**src/rtl/vram_fill_engine_pkg.sv**
```systemverilog
// ---------------------------------------------------------------------------
// vga_fill_pkg
// Shared definitions for the VRAM rectangle fill engine: register offsets,
// CTRL bit positions, default geometry (row stride, address width, address
// XOR) and the fill FSM state encoding.
// Optional feature macro used by the engine: VRAM_FILL_INCR_EN.
// ---------------------------------------------------------------------------
package vga_fill_pkg;

   localparam int unsigned STRIDE_DEF = 100;
   localparam int unsigned AW_DEF     = 13;
   localparam logic [12:0] ADDR_XOR_DEF = 13'h1000;

   // CPU register offsets
   localparam logic [2:0] REG_DST_LO = 3'd0;
   localparam logic [2:0] REG_DST_HI = 3'd1;
   localparam logic [2:0] REG_WIDTH  = 3'd2;
   localparam logic [2:0] REG_HEIGHT = 3'd3;
   localparam logic [2:0] REG_VALUE  = 3'd4;
   localparam logic [2:0] REG_CTRL   = 3'd5;

   // CTRL write bits
   localparam int CTRL_START   = 0;
   localparam int CTRL_IRQ_CLR = 1;
   localparam int CTRL_IRQ_EN  = 7;

   typedef enum logic [1:0] {
      ST_IDLE     = 2'd0,
      ST_REQ      = 2'd1,
      ST_WR       = 2'd2,
      ST_NEXT_ROW = 2'd3
   } fill_state_e;

endpackage

```
**src/rtl/vram_fill_engine_if.sv**
```systemverilog
// ---------------------------------------------------------------------------
// vram_fill_engine_if
// Bundles the CPU register port (sel_blt/we/addr/din/dout), the VRAM bus
// handshake (bus_req/bus_gnt), the VRAM write port (m_sel_ram/m_we/m_addr/
// m_din) and the fill-complete interrupt (irq).
//   master : the fill engine's view (drives dout, bus_req, m_*, irq)
//   slave  : the system's view (drives CPU port and bus_gnt)
// ---------------------------------------------------------------------------
interface vram_fill_engine_if #(
   parameter int unsigned AW = 13
);
   logic          sel_blt;
   logic          we;
   logic [2:0]    addr;
   logic [7:0]    din;
   logic [7:0]    dout;
   logic          bus_req;
   logic          bus_gnt;
   logic          m_sel_ram;
   logic          m_we;
   logic [AW-1:0] m_addr;
   logic [7:0]    m_din;
   logic          irq;

   modport master (
      input  sel_blt, we, addr, din, bus_gnt,
      output dout, bus_req, m_sel_ram, m_we, m_addr, m_din, irq
   );

   modport slave (
      output sel_blt, we, addr, din, bus_gnt,
      input  dout, bus_req, m_sel_ram, m_we, m_addr, m_din, irq
   );
endinterface

```
**src/rtl/vram_fill_engine_addr_gen.sv**
```systemverilog
// ---------------------------------------------------------------------------
// vram_fill_addr_gen
// Column/row walker for the fill rectangle. Holds the current row base
// address, column and row counters, flags the last column/row and produces
// the VRAM address (base + col) ^ ADDR_XOR, all mod 2^AW.
// Ports:
//   clk, reset          clock, asynchronous active-high reset
//   load_i              start of fill: base = dst_i, col = row = 0
//   step_i              a cell was written this cycle: col++
//   next_row_i          row change bubble: base += STRIDE, col = 0, row++
//   dst_i               first cell of the rectangle
//   width_i, height_i   rectangle size (both non-zero while a fill runs)
//   last_col_o          current column is the last of the row
//   last_row_o          current row is the last of the rectangle
//   addr_o              VRAM address for the current cell
// ---------------------------------------------------------------------------
module vram_fill_addr_gen #(
   parameter int unsigned   STRIDE   = 100,
   parameter int unsigned   AW       = 13,
   parameter logic [AW-1:0] ADDR_XOR = 13'h1000
) (
   input  logic          clk,
   input  logic          reset,
   input  logic          load_i,
   input  logic          step_i,
   input  logic          next_row_i,
   input  logic [AW-1:0] dst_i,
   input  logic [7:0]    width_i,
   input  logic [7:0]    height_i,
   output logic          last_col_o,
   output logic          last_row_o,
   output logic [AW-1:0] addr_o
);

   localparam logic [AW-1:0] STRIDE_W = AW'(STRIDE);

   logic [AW-1:0] base_q, base_d;
   logic [7:0]    col_q, col_d;
   logic [7:0]    row_q, row_d;

   always_ff @(posedge clk or posedge reset) begin
      if (reset) begin
         base_q <= '0;
         col_q  <= 8'h00;
         row_q  <= 8'h00;
      end else begin
         base_q <= base_d;
         col_q  <= col_d;
         row_q  <= row_d;
      end
   end

   always_comb begin
      base_d = base_q;
      col_d  = col_q;
      row_d  = row_q;
      if (load_i) begin
         base_d = dst_i;
         col_d  = 8'h00;
         row_d  = 8'h00;
      end else if (next_row_i) begin
         base_d = base_q + STRIDE_W;
         col_d  = 8'h00;
         row_d  = row_q + 8'd1;
      end else if (step_i) begin
         col_d  = col_q + 8'd1;
      end
   end

   assign last_col_o = (col_q == width_i - 8'd1);
   assign last_row_o = (row_q == height_i - 8'd1);
   assign addr_o     = (base_q + AW'(col_q)) ^ ADDR_XOR;

endmodule

```
**src/rtl/vram_fill_engine.sv**
```systemverilog
// ---------------------------------------------------------------------------
// vram_fill_engine
// CPU-programmed rectangle fill for the 100-column video RAM. After a CTRL
// start it requests the VRAM write port and, while granted, writes one byte
// per clock over a WIDTH x HEIGHT block, with one idle bubble between rows.
// Ports:
//   clk     sole clock
//   reset   asynchronous active-high reset
//   bus     vram_fill_engine_if.master: CPU register port, bus_req/bus_gnt,
//           VRAM write port and level irq
// Registers: 0 DST_LO, 1 DST_HI[4:0], 2 WIDTH, 3 HEIGHT, 4 VALUE,
//   5 CTRL (write: b0 start, b1 irq clear, b7 irq_en;
//           read: {irq_en, done, 4'b0, irq, busy}); 6-7 read 0.
// Build option: define VRAM_FILL_INCR_EN to write VALUE + (write count mod
// 256) instead of a constant VALUE.
// ---------------------------------------------------------------------------
module vram_fill_engine
   import vga_fill_pkg::*;
#(
   parameter int unsigned   STRIDE   = STRIDE_DEF,
   parameter int unsigned   AW       = AW_DEF,
   parameter logic [AW-1:0] ADDR_XOR = ADDR_XOR_DEF
) (
   input logic                clk,
   input logic                reset,
   vram_fill_engine_if.master bus
);

   fill_state_e state_q, state_d;

   logic [7:0] dst_lo_q, width_q, height_q, value_q, dout_q;
   logic [4:0] dst_hi_q;
   logic       irq_en_q, irq_en_d;
   logic       done_q, done_d;
   logic       irq_q, irq_d;

   logic          reg_wr, reg_rd, ctrl_wr, busy;
   logic          start_ok, start_nil, wr_fire, last_wr;
   logic          ag_load, ag_step, ag_next_row;
   logic          last_col, last_row;
   logic [AW-1:0] cell_addr, dst;
   logic [7:0]    wdata;

   assign reg_wr  = bus.sel_blt & bus.we;
   assign reg_rd  = bus.sel_blt & ~bus.we;
   assign ctrl_wr = reg_wr && (bus.addr == REG_CTRL);
   assign busy    = (state_q != ST_IDLE);
   assign dst     = AW'({dst_hi_q, dst_lo_q});

   // A start with an empty rectangle completes on the spot without the bus.
   assign start_ok  = ctrl_wr && bus.din[CTRL_START] && !busy &&
                      (width_q != 8'h00) && (height_q != 8'h00);
   assign start_nil = ctrl_wr && bus.din[CTRL_START] && !busy &&
                      ((width_q == 8'h00) || (height_q == 8'h00));

   // A cell is written only in WR while the grant is held; dropping the
   // grant freezes the walker so nothing is skipped or repeated.
   assign wr_fire = (state_q == ST_WR) && bus.bus_gnt;
   assign last_wr = wr_fire && last_col && last_row;

   vram_fill_addr_gen #(
      .STRIDE   (STRIDE),
      .AW       (AW),
      .ADDR_XOR (ADDR_XOR)
   ) u_addr_gen (
      .clk        (clk),
      .reset      (reset),
      .load_i     (ag_load),
      .step_i     (ag_step),
      .next_row_i (ag_next_row),
      .dst_i      (dst),
      .width_i    (width_q),
      .height_i   (height_q),
      .last_col_o (last_col),
      .last_row_o (last_row),
      .addr_o     (cell_addr)
   );

   // ---------------- FSM ----------------
   always_ff @(posedge clk or posedge reset) begin
      if (reset) state_q <= ST_IDLE;
      else       state_q <= state_d;
   end

   always_comb begin
      state_d     = state_q;
      ag_load     = 1'b0;
      ag_step     = 1'b0;
      ag_next_row = 1'b0;
      case (state_q)
         ST_IDLE: begin
            if (start_ok) begin
               ag_load = 1'b1;
               state_d = ST_REQ;
            end
         end
         ST_REQ: begin
            if (bus.bus_gnt) state_d = ST_WR;
         end
         ST_WR: begin
            if (bus.bus_gnt) begin
               ag_step = 1'b1;
               if (last_col) state_d = last_row ? ST_IDLE : ST_NEXT_ROW;
            end
         end
         ST_NEXT_ROW: begin
            ag_next_row = 1'b1;
            state_d     = ST_WR;
         end
         default: state_d = ST_IDLE;
      endcase
   end

   // ---------------- write data ----------------
`ifdef VRAM_FILL_INCR_EN
   logic [7:0] wcnt_q;

   always_ff @(posedge clk or posedge reset) begin
      if (reset)         wcnt_q <= 8'h00;
      else if (start_ok) wcnt_q <= 8'h00;
      else if (wr_fire)  wcnt_q <= wcnt_q + 8'd1;
   end

   assign wdata = value_q + wcnt_q;
`else
   assign wdata = value_q;
`endif

   // ---------------- status / irq ----------------
   always_comb begin
      irq_en_d = irq_en_q;
      done_d   = done_q;
      irq_d    = irq_q;
      if (ctrl_wr) irq_en_d = bus.din[CTRL_IRQ_EN];
      if (start_ok) done_d = 1'b0;
      if (start_nil || last_wr) done_d = 1'b1;
      if (ctrl_wr && bus.din[CTRL_IRQ_CLR]) irq_d = 1'b0;
      // set after clear so a simultaneous completion wins
      if ((start_nil || last_wr) && irq_en_d) irq_d = 1'b1;
   end

   // ---------------- register file ----------------
   always_ff @(posedge clk or posedge reset) begin
      if (reset) begin
         dst_lo_q <= 8'h00;
         dst_hi_q <= 5'h00;
         width_q  <= 8'h00;
         height_q <= 8'h00;
         value_q  <= 8'h00;
         irq_en_q <= 1'b0;
         done_q   <= 1'b0;
         irq_q    <= 1'b0;
         dout_q   <= 8'h00;
      end else begin
         irq_en_q <= irq_en_d;
         done_q   <= done_d;
         irq_q    <= irq_d;
         if (reg_wr && !busy) begin
            case (bus.addr)
               REG_DST_LO: dst_lo_q <= bus.din;
               REG_DST_HI: dst_hi_q <= bus.din[4:0];
               REG_WIDTH:  width_q  <= bus.din;
               REG_HEIGHT: height_q <= bus.din;
               REG_VALUE:  value_q  <= bus.din;
               default: ;
            endcase
         end
         if (reg_rd) begin
            case (bus.addr)
               REG_DST_LO: dout_q <= dst_lo_q;
               REG_DST_HI: dout_q <= {3'b000, dst_hi_q};
               REG_WIDTH:  dout_q <= width_q;
               REG_HEIGHT: dout_q <= height_q;
               REG_VALUE:  dout_q <= value_q;
               REG_CTRL:   dout_q <= {irq_en_q, done_q, 4'b0000, irq_q, busy};
               default:    dout_q <= 8'h00;
            endcase
         end
      end
   end

   // ---------------- outputs ----------------
   assign bus.dout      = dout_q;
   assign bus.bus_req   = busy;
   assign bus.m_sel_ram = wr_fire;
   assign bus.m_we      = wr_fire;
   assign bus.m_addr    = wr_fire ? cell_addr : '0;
   assign bus.m_din     = wr_fire ? wdata : 8'h00;
   assign bus.irq       = irq_q;

endmodule
```
**src/flat_wrapper.sv**
```systemverilog
// flat-port wrapper written by rule: the top's interface ports become plain ports
module vram_fill_engine_flat import vga_fill_pkg::*;
#(
   parameter int unsigned   STRIDE   = STRIDE_DEF,
   parameter int unsigned   AW       = AW_DEF,
   parameter logic [AW-1:0] ADDR_XOR = ADDR_XOR_DEF
)
  (clk, reset, bus_sel_blt, bus_we, bus_addr, bus_din, bus_bus_gnt, bus_dout, bus_bus_req, bus_m_sel_ram, bus_m_we, bus_m_addr, bus_m_din, bus_irq);
  vram_fill_engine_if #(.AW(AW)) bus_i ();
  input logic clk;
  input logic reset;
  input wire logic [$bits(bus_i.sel_blt)-1:0] bus_sel_blt;
  input wire logic [$bits(bus_i.we)-1:0] bus_we;
  input wire logic [$bits(bus_i.addr)-1:0] bus_addr;
  input wire logic [$bits(bus_i.din)-1:0] bus_din;
  input wire logic [$bits(bus_i.bus_gnt)-1:0] bus_bus_gnt;
  output wire logic [$bits(bus_i.dout)-1:0] bus_dout;
  output wire logic [$bits(bus_i.bus_req)-1:0] bus_bus_req;
  output wire logic [$bits(bus_i.m_sel_ram)-1:0] bus_m_sel_ram;
  output wire logic [$bits(bus_i.m_we)-1:0] bus_m_we;
  output wire logic [$bits(bus_i.m_addr)-1:0] bus_m_addr;
  output wire logic [$bits(bus_i.m_din)-1:0] bus_m_din;
  output wire logic [$bits(bus_i.irq)-1:0] bus_irq;
  assign bus_i.sel_blt = bus_sel_blt;
  assign bus_i.we = bus_we;
  assign bus_i.addr = bus_addr;
  assign bus_i.din = bus_din;
  assign bus_i.bus_gnt = bus_bus_gnt;
  assign bus_dout = bus_i.dout;
  assign bus_bus_req = bus_i.bus_req;
  assign bus_m_sel_ram = bus_i.m_sel_ram;
  assign bus_m_we = bus_i.m_we;
  assign bus_m_addr = bus_i.m_addr;
  assign bus_m_din = bus_i.m_din;
  assign bus_irq = bus_i.irq;
  vram_fill_engine #(.STRIDE(STRIDE), .AW(AW), .ADDR_XOR(ADDR_XOR)) u_core (.clk(clk), .reset(reset), .bus(bus_i));
endmodule
```
**config.mk**
```make
export PLATFORM = sky130hd
export DESIGN_NAME = vram_fill_engine_flat
export DESIGN_NICKNAME = d
export VERILOG_FILES = /design/src/rtl/vram_fill_engine_pkg.sv /design/src/rtl/vram_fill_engine_if.sv /design/src/rtl/vram_fill_engine_addr_gen.sv /design/src/rtl/vram_fill_engine.sv /design/src/flat_wrapper.sv
export SDC_FILE = /design/constraint.sdc
export NUM_CORES = 1
export LEC_CHECK = 0
export CAP_MARGIN = 40
export CELL_PAD_IN_SITES_DETAIL_PLACEMENT = 0
export CELL_PAD_IN_SITES_GLOBAL_PLACEMENT = 1
export CORE_MARGIN = 2
export CORE_UTILIZATION = 31
export CTS_BUF_LIST = sky130_fd_sc_hd__clkbuf_2
export CTS_CLUSTER_DIAMETER = 50
export CTS_CLUSTER_SIZE = 30
export DETAILED_ROUTE_END_ITERATION = 10
export HOLD_SLACK_MARGIN = 0.02
export PLACE_DENSITY_LB_ADDON = 0.08
export SYNTH_ARGS = -nofsm -noshare
export SYNTH_HDL_FRONTEND = slang
export SYNTH_SLANG_ARGS = --single-unit
```
**constraint.sdc**
```tcl
create_clock -name clk -period 2.8 [get_ports clk]
set_clock_uncertainty 0.2 [all_clocks]
set_input_delay 0.28 -clock clk [delete_from_list [all_inputs] [get_ports clk]]
set_output_delay 0.28 -clock clk [all_outputs]
set_load 0.005 [all_outputs]
```
==> run_summary.xml <==
<?xml version="1.0" encoding="UTF-8"?>
<metrics>
  <group name="hold_path">
    <metric name="hold_path.class" unit="">in -&gt; reg</metric>
    <metric name="worst_min_delay_path_startpoint" unit="">bus_din[5]</metric>
  </group>
  <group name="detailed_routing">
    <metric name="detailroute.via_count" unit="">4132</metric>
    <metric name="postRouteWirelength" unit="µm">14800</metric>
    <metric name="drtAntennaViolNets" unit="">0</metric>
    <metric name="post_drt_wl_per_cell" unit="µm">18.0</metric>
    <metric name="drt-initial-drc-count" unit="">238</metric>
    <metric name="route.detailed.drc" unit="">0</metric>
    <metric name="detail_route.first_pass.iterations" unit="">5</metric>
    <metric name="routed_via_density" unit="">5.03</metric>
  </group>
  <group name="synthesis">
    <metric name="async_reset_ff_frac" unit="">1.00</metric>
    <metric name="post_syn_nets" unit="">536</metric>
    <metric name="synth_seq_cells" unit="">79</metric>
    <metric name="dominantRegCellSynth" unit="">dfrtp_1</metric>
    <metric name="post_synth.cell_area_avg" unit="µm²">9.73</metric>
    <metric name="synth_cells" unit="">504</metric>
    <metric name="synth_top_cell_by_area" unit="">dfrtp_1</metric>
    <metric name="synth_top_family_by_area" unit="">simple AND/OR/NAND/NOR gates</metric>
    <metric name="synthAdderAreaFrac" unit="">0.0424</metric>
    <metric name="synth.area.top_cells" unit="">dfrtp_1 40%, mux2_2 9.2%, ha_1 3.8%</metric>
    <metric name="synth_compound_gate_area_share" unit="">0.139</metric>
    <metric name="post_synth_and_or_nand_nor_area_fraction" unit="">0.193</metric>
    <metric name="mux_share_of_post_synthesis_cell_area" unit="">0.113</metric>
    <metric name="post_synth_xor_area_fraction" unit="">0.0697</metric>
    <metric name="yosys_warnings" unit="">0</metric>
    <metric name="yosys.cell_types.count" unit="">69</metric>
    <metric name="post-synth-top-area-fraction" unit="">0.403</metric>
    <metric name="synthesis.area" unit="µm²">4900</metric>
    <metric name="synth_seq_area_share" unit="">0.403</metric>
    <metric name="synth_enable_flop_cells" unit="">0</metric>
  </group>
  <group name="grt">
    <metric name="grt_pass1_vias" unit="">4018</metric>
    <metric name="grt_antenna_before_repair" unit="">1</metric>
    <metric name="grt_max_degree" unit="">38</metric>
    <metric name="global_route.overflow_total" unit="">0</metric>
    <metric name="grt_pass1_wl" unit="µm">23100</metric>
    <metric name="grt_util_all_layers" unit="">0.183</metric>
  </group>
  <group name="clock_tree">
    <metric name="numCtsBuffers" unit="">9</metric>
    <metric name="number_of_sinks_handled_by_clock_tree_synthesis" unit="">79</metric>
    <metric name="cts.path.max_buffers" unit="">2</metric>
    <metric name="clk_latency" unit="ns">0.59</metric>
    <metric name="path_clk_slew" unit="ns">0.23</metric>
    <metric name="cts_tree" unit="">yes</metric>
    <metric name="cts.htree.levels" unit="">3</metric>
    <metric name="cts-root-buf" unit="">clkbuf_2</metric>
  </group>
  <group name="timing">
    <metric name="drv_slew" unit="">0</metric>
    <metric name="setup_violations" unit="">7</metric>
    <metric name="post-route-min-period" unit="ns">3.05</metric>
    <metric name="timing_hold_violations_final" unit="">0</metric>
    <metric name="hold-worst-slack" unit="ns">0.204</metric>
    <metric name="setup-tns-final" unit="ns">-1.40</metric>
    <metric name="max-slew-margin-rel" unit="">0.663</metric>
    <metric name="layout_setup_ws" unit="ns">-0.254</metric>
    <metric name="final.period_utilization" unit="">1.09</metric>
    <metric name="grt_setup_unrepaired" unit="">true</metric>
    <metric name="timing.fmax" unit="MHz">327</metric>
    <metric name="tightestPinTransition" unit="ns">0.506</metric>
  </group>
  <group name="setup_path">
    <metric name="number_of_buffers_and_inverters_on_the_critical_path" unit="">3</metric>
    <metric name="end_kind" unit="">output pin</metric>
    <metric name="worstPathMaxFanout" unit="">3</metric>
    <metric name="worst-setup-path-type" unit="">reg -&gt; out</metric>
    <metric name="crit_path_cell_trace" unit="">ha_4, o21a_1, and3_1, a211oi_2, buf_4, buf_4, or3_1, a21oi_2, buf_2</metric>
    <metric name="worst_path_max_delay_cell" unit="">dfrtp_1</metric>
    <metric name="crit-reg2reg-launch" unit="">u_core.state_q[1]$_DFFE_PP0P_</metric>
    <metric name="worst_ep_required_time" unit="ns">2.32</metric>
    <metric name="family_of_cells_with_the_greatest_summed_delay_on_the_critical_path" unit="">simple AND/OR/NAND/NOR gates</metric>
    <metric name="crit_path_max_incr_delay" unit="ns">0.48</metric>
    <metric name="worst_setup_path_startpoint" unit="">u_core.u_addr_gen.col_q[5]$_DFFE_PP0P_</metric>
    <metric name="timing.critical_path.from_type" unit="">register</metric>
    <metric name="crit_path_frequent_cell" unit="">buf_4</metric>
    <metric name="timing.critical_path.arrival" unit="ns">2.57</metric>
  </group>
  <group name="pwr">
    <metric name="p_leak" unit="nW">2.94</metric>
    <metric name="vdd.ir_drop.worst" unit="V">0.000201</metric>
    <metric name="power_density" unit="nW/µm²">595</metric>
  </group>
  <group name="final_layout">
    <metric name="layoutNonFillerInstCount" unit="">822</metric>
    <metric name="num-fill-cells" unit="">1565</metric>
    <metric name="drive_gt1_frac" unit="">0.277</metric>
    <metric name="area_growth" unit="%">30.0</metric>
    <metric name="layout.cell_area.non_filler" unit="µm²">6370</metric>
    <metric name="layout.nets" unit="">637</metric>
  </group>
  <group name="floorplan">
    <metric name="initial_core_utilization" unit="">0.320</metric>
    <metric name="top_level_ports" unit="">49</metric>
    <metric name="core" unit="µm²">15300</metric>
    <metric name="die_w" unit="µm">130</metric>
    <metric name="row_count" unit="">45</metric>
    <metric name="die-area" unit="µm²">16800</metric>
    <metric name="die_height" unit="µm">130</metric>
  </group>
  <group name="placed_design">
    <metric name="detailedPlacementHpwl" unit="µm">10900</metric>
    <metric name="place_area" unit="µm²">5950</metric>
    <metric name="place_inst" unit="">790</metric>
    <metric name="globalplace.congestion" unit="">0.808</metric>
    <metric name="numPortBuffers" unit="">48</metric>
  </group>
  <group name="job">
    <metric name="max_cap_viol_count" unit="">0</metric>
  </group>
  <group name="run_status">
    <metric name="outcome" unit="">complete, but fails checks</metric>
    <metric name="violations_in_the_final_reports" unit="">negative setup slack</metric>
  </group>
</metrics>
==> path summary, 6_finish.rpt <==
| kind | end | slack [ns] | cells after the start |
|---|---|---|---|
| hold reg to reg | u_core.bus.dout[7]$_DFFE_PP0P_ | 0.32 | 2 |
| setup reg to reg | u_core.u_addr_gen.base_q[10]$_DFFE_PP0N_ | 0.23 | 7 |
| min in group asynchronous | u_core.u_addr_gen.base_q[8]$_DFFE_PP0N_ | 0.30 | 3 |
| hold / removal | u_core.width_q[5]$_DFFE_PP0P_ | 0.20 | 2 |
| max in group asynchronous | u_core.bus.dout[7]$_DFFE_PP0P_ | 1.42 | 4 |
| setup / recovery | bus_m_addr[10] | -0.25 | 9 |
==> where the power goes <==
part / internal, mW / leakage, nW / switching [mW] / total, mW
registers: 1.39 / 0.990 / 0.338 / 1.73
clock network: 0.387 / 0.0940 / 0.435 / 0.823
logic: 0.655 / 1.85 / 0.588 / 1.24
total: 2.43 / 2.94 / 1.36 / 3.79
==> worst reg2reg max path, cell delays in order (launching register included) <==
cell and delay, ns:
dfrtp_1 0.46, buf_4 0.17, and4bb_2 0.34, and4_1 0.25, nor3b_2 0.34, or2_1 0.27
o21ai_0 0.13, a221o_1 0.33
==> sequential cells by signal (all words and copies together) (netlist names) <==
signal                    count
u_core.u_addr_gen.base_q     13
u_core.irq_en_q               1
u_core.u_addr_gen.row_q       8
u_core.bus.irq                1
u_core.u_addr_gen.col_q       8
u_core.done_q                 1
u_core.dst_lo_q               8
u_core.height_q               8
u_core.value_q                8
u_core.width_q                8
u_core.bus.dout               8
u_core.state_q                2
u_core.dst_hi_q               5
==> layout make-up <==
type / count / area (µm²) / share of cell area
Multi-Input combinational cell: 382 / 2840 / 0.445
Sequential cell: 79 / 1980 / 0.310
Timing Repair Buffer: 119 / 1080 / 0.169
Tap cell: 211 / 264 / 0.0414
Clock inverter: 6 / 108 / 0.0169
Inverter: 14 / 57.6 / 0.00903
Clock buffer: 10 / 50.0 / 0.00785
Antenna cell: 1 / 2.50 / 0.000393
==> cell families after synthesis <==
family	count (synthesis)
AO/OA/AOI/OAI	103
XOR/XNOR	39
adder cells (fa/ha/maj)	16
buffers and inverters	43
flip-flops	79
multiplexers	50
AND/OR/NAND/NOR	174
==> per-stage QoR <==
stage          setup slack [ns]   util  total power [mW]
2_1_floorplan             0.252      -              2.45
3_3_place_gp             -0.168  0.388              2.93
3_5_place_dp             -0.164  0.388              2.95
4_1_cts                  -0.376  0.403              3.80
5_1_grt                  -0.437  0.416              4.06
6_report                 -0.254  0.416              3.79
==> cells in the mapped netlist (3+ instances only) <==
| cell type | n |
|---|---|
| a31oi_1 | 5 |
| xor2_1 | 21 |
| dfrtp_1 | 79 |
| nand2b_1 | 6 |
| and2_1 | 13 |
| nor3_1 | 8 |
| a211oi_1 | 6 |
| inv_1 | 14 |
| clkbuf_1 | 15 |
| buf_6 | 3 |
| xnor2_1 | 18 |
| a221o_1 | 5 |
| nand2_1 | 47 |
| o21ai_1 | 12 |
| nor2b_1 | 3 |
| buf_1 | 6 |
| ha_1 | 15 |
| o21ai_0 | 23 |
| a21oi_1 | 18 |
| mux2i_1 | 8 |
| mux2_2 | 40 |
| o21bai_1 | 3 |
| buf_2 | 4 |
| a21o_1 | 3 |
| nor3b_1 | 3 |
| or3_1 | 4 |
| nor2_1 | 43 |
| nand3_1 | 12 |
| and3_1 | 7 |
| nand4_1 | 6 |
| o211ai_1 | 3 |
| a22oi_1 | 6 |
==> cell usage in the layout (no fill, tap or decap), types with 7 or more instances in the layout <==
master,count
clkdlybuf4s50_1,26
nor3_1,8
clkbuf_2,10
dlymetal6s2s_1,10
nand2_1,47
ha_1,12
a21oi_1,14
mux2_2,40
and3_1,7
buf_4,62
and2_1,13
buf_2,9
o21ai_0,21
o21ai_1,12
nor2_1,43
xnor2_1,17
dfrtp_1,79
nand3_1,11
xor2_1,21
mux2i_1,8
inv_1,11
==> timing repair <==
item | CTS | global route
gates resized for setup | 54 | 24
gates cloned | 0 | 1
endpoints found under the hold margin | 20 | 0
pin swaps | 17 | 8
setup endpoints to repair | 23 | 22
buffers inserted | 4 | 9
hold buffers | 1 | 0
==> metal layers <==
layer	track usage	up-vias	wire, µm
met3	0.0242	17	433
met1	0.253	2019	7180
met4	0.0645	0	257
met2	0.294	85	6950
li1	-	2011	-
met5	0	-	0
No activity file was read; power rests on OpenSTA's default activity.
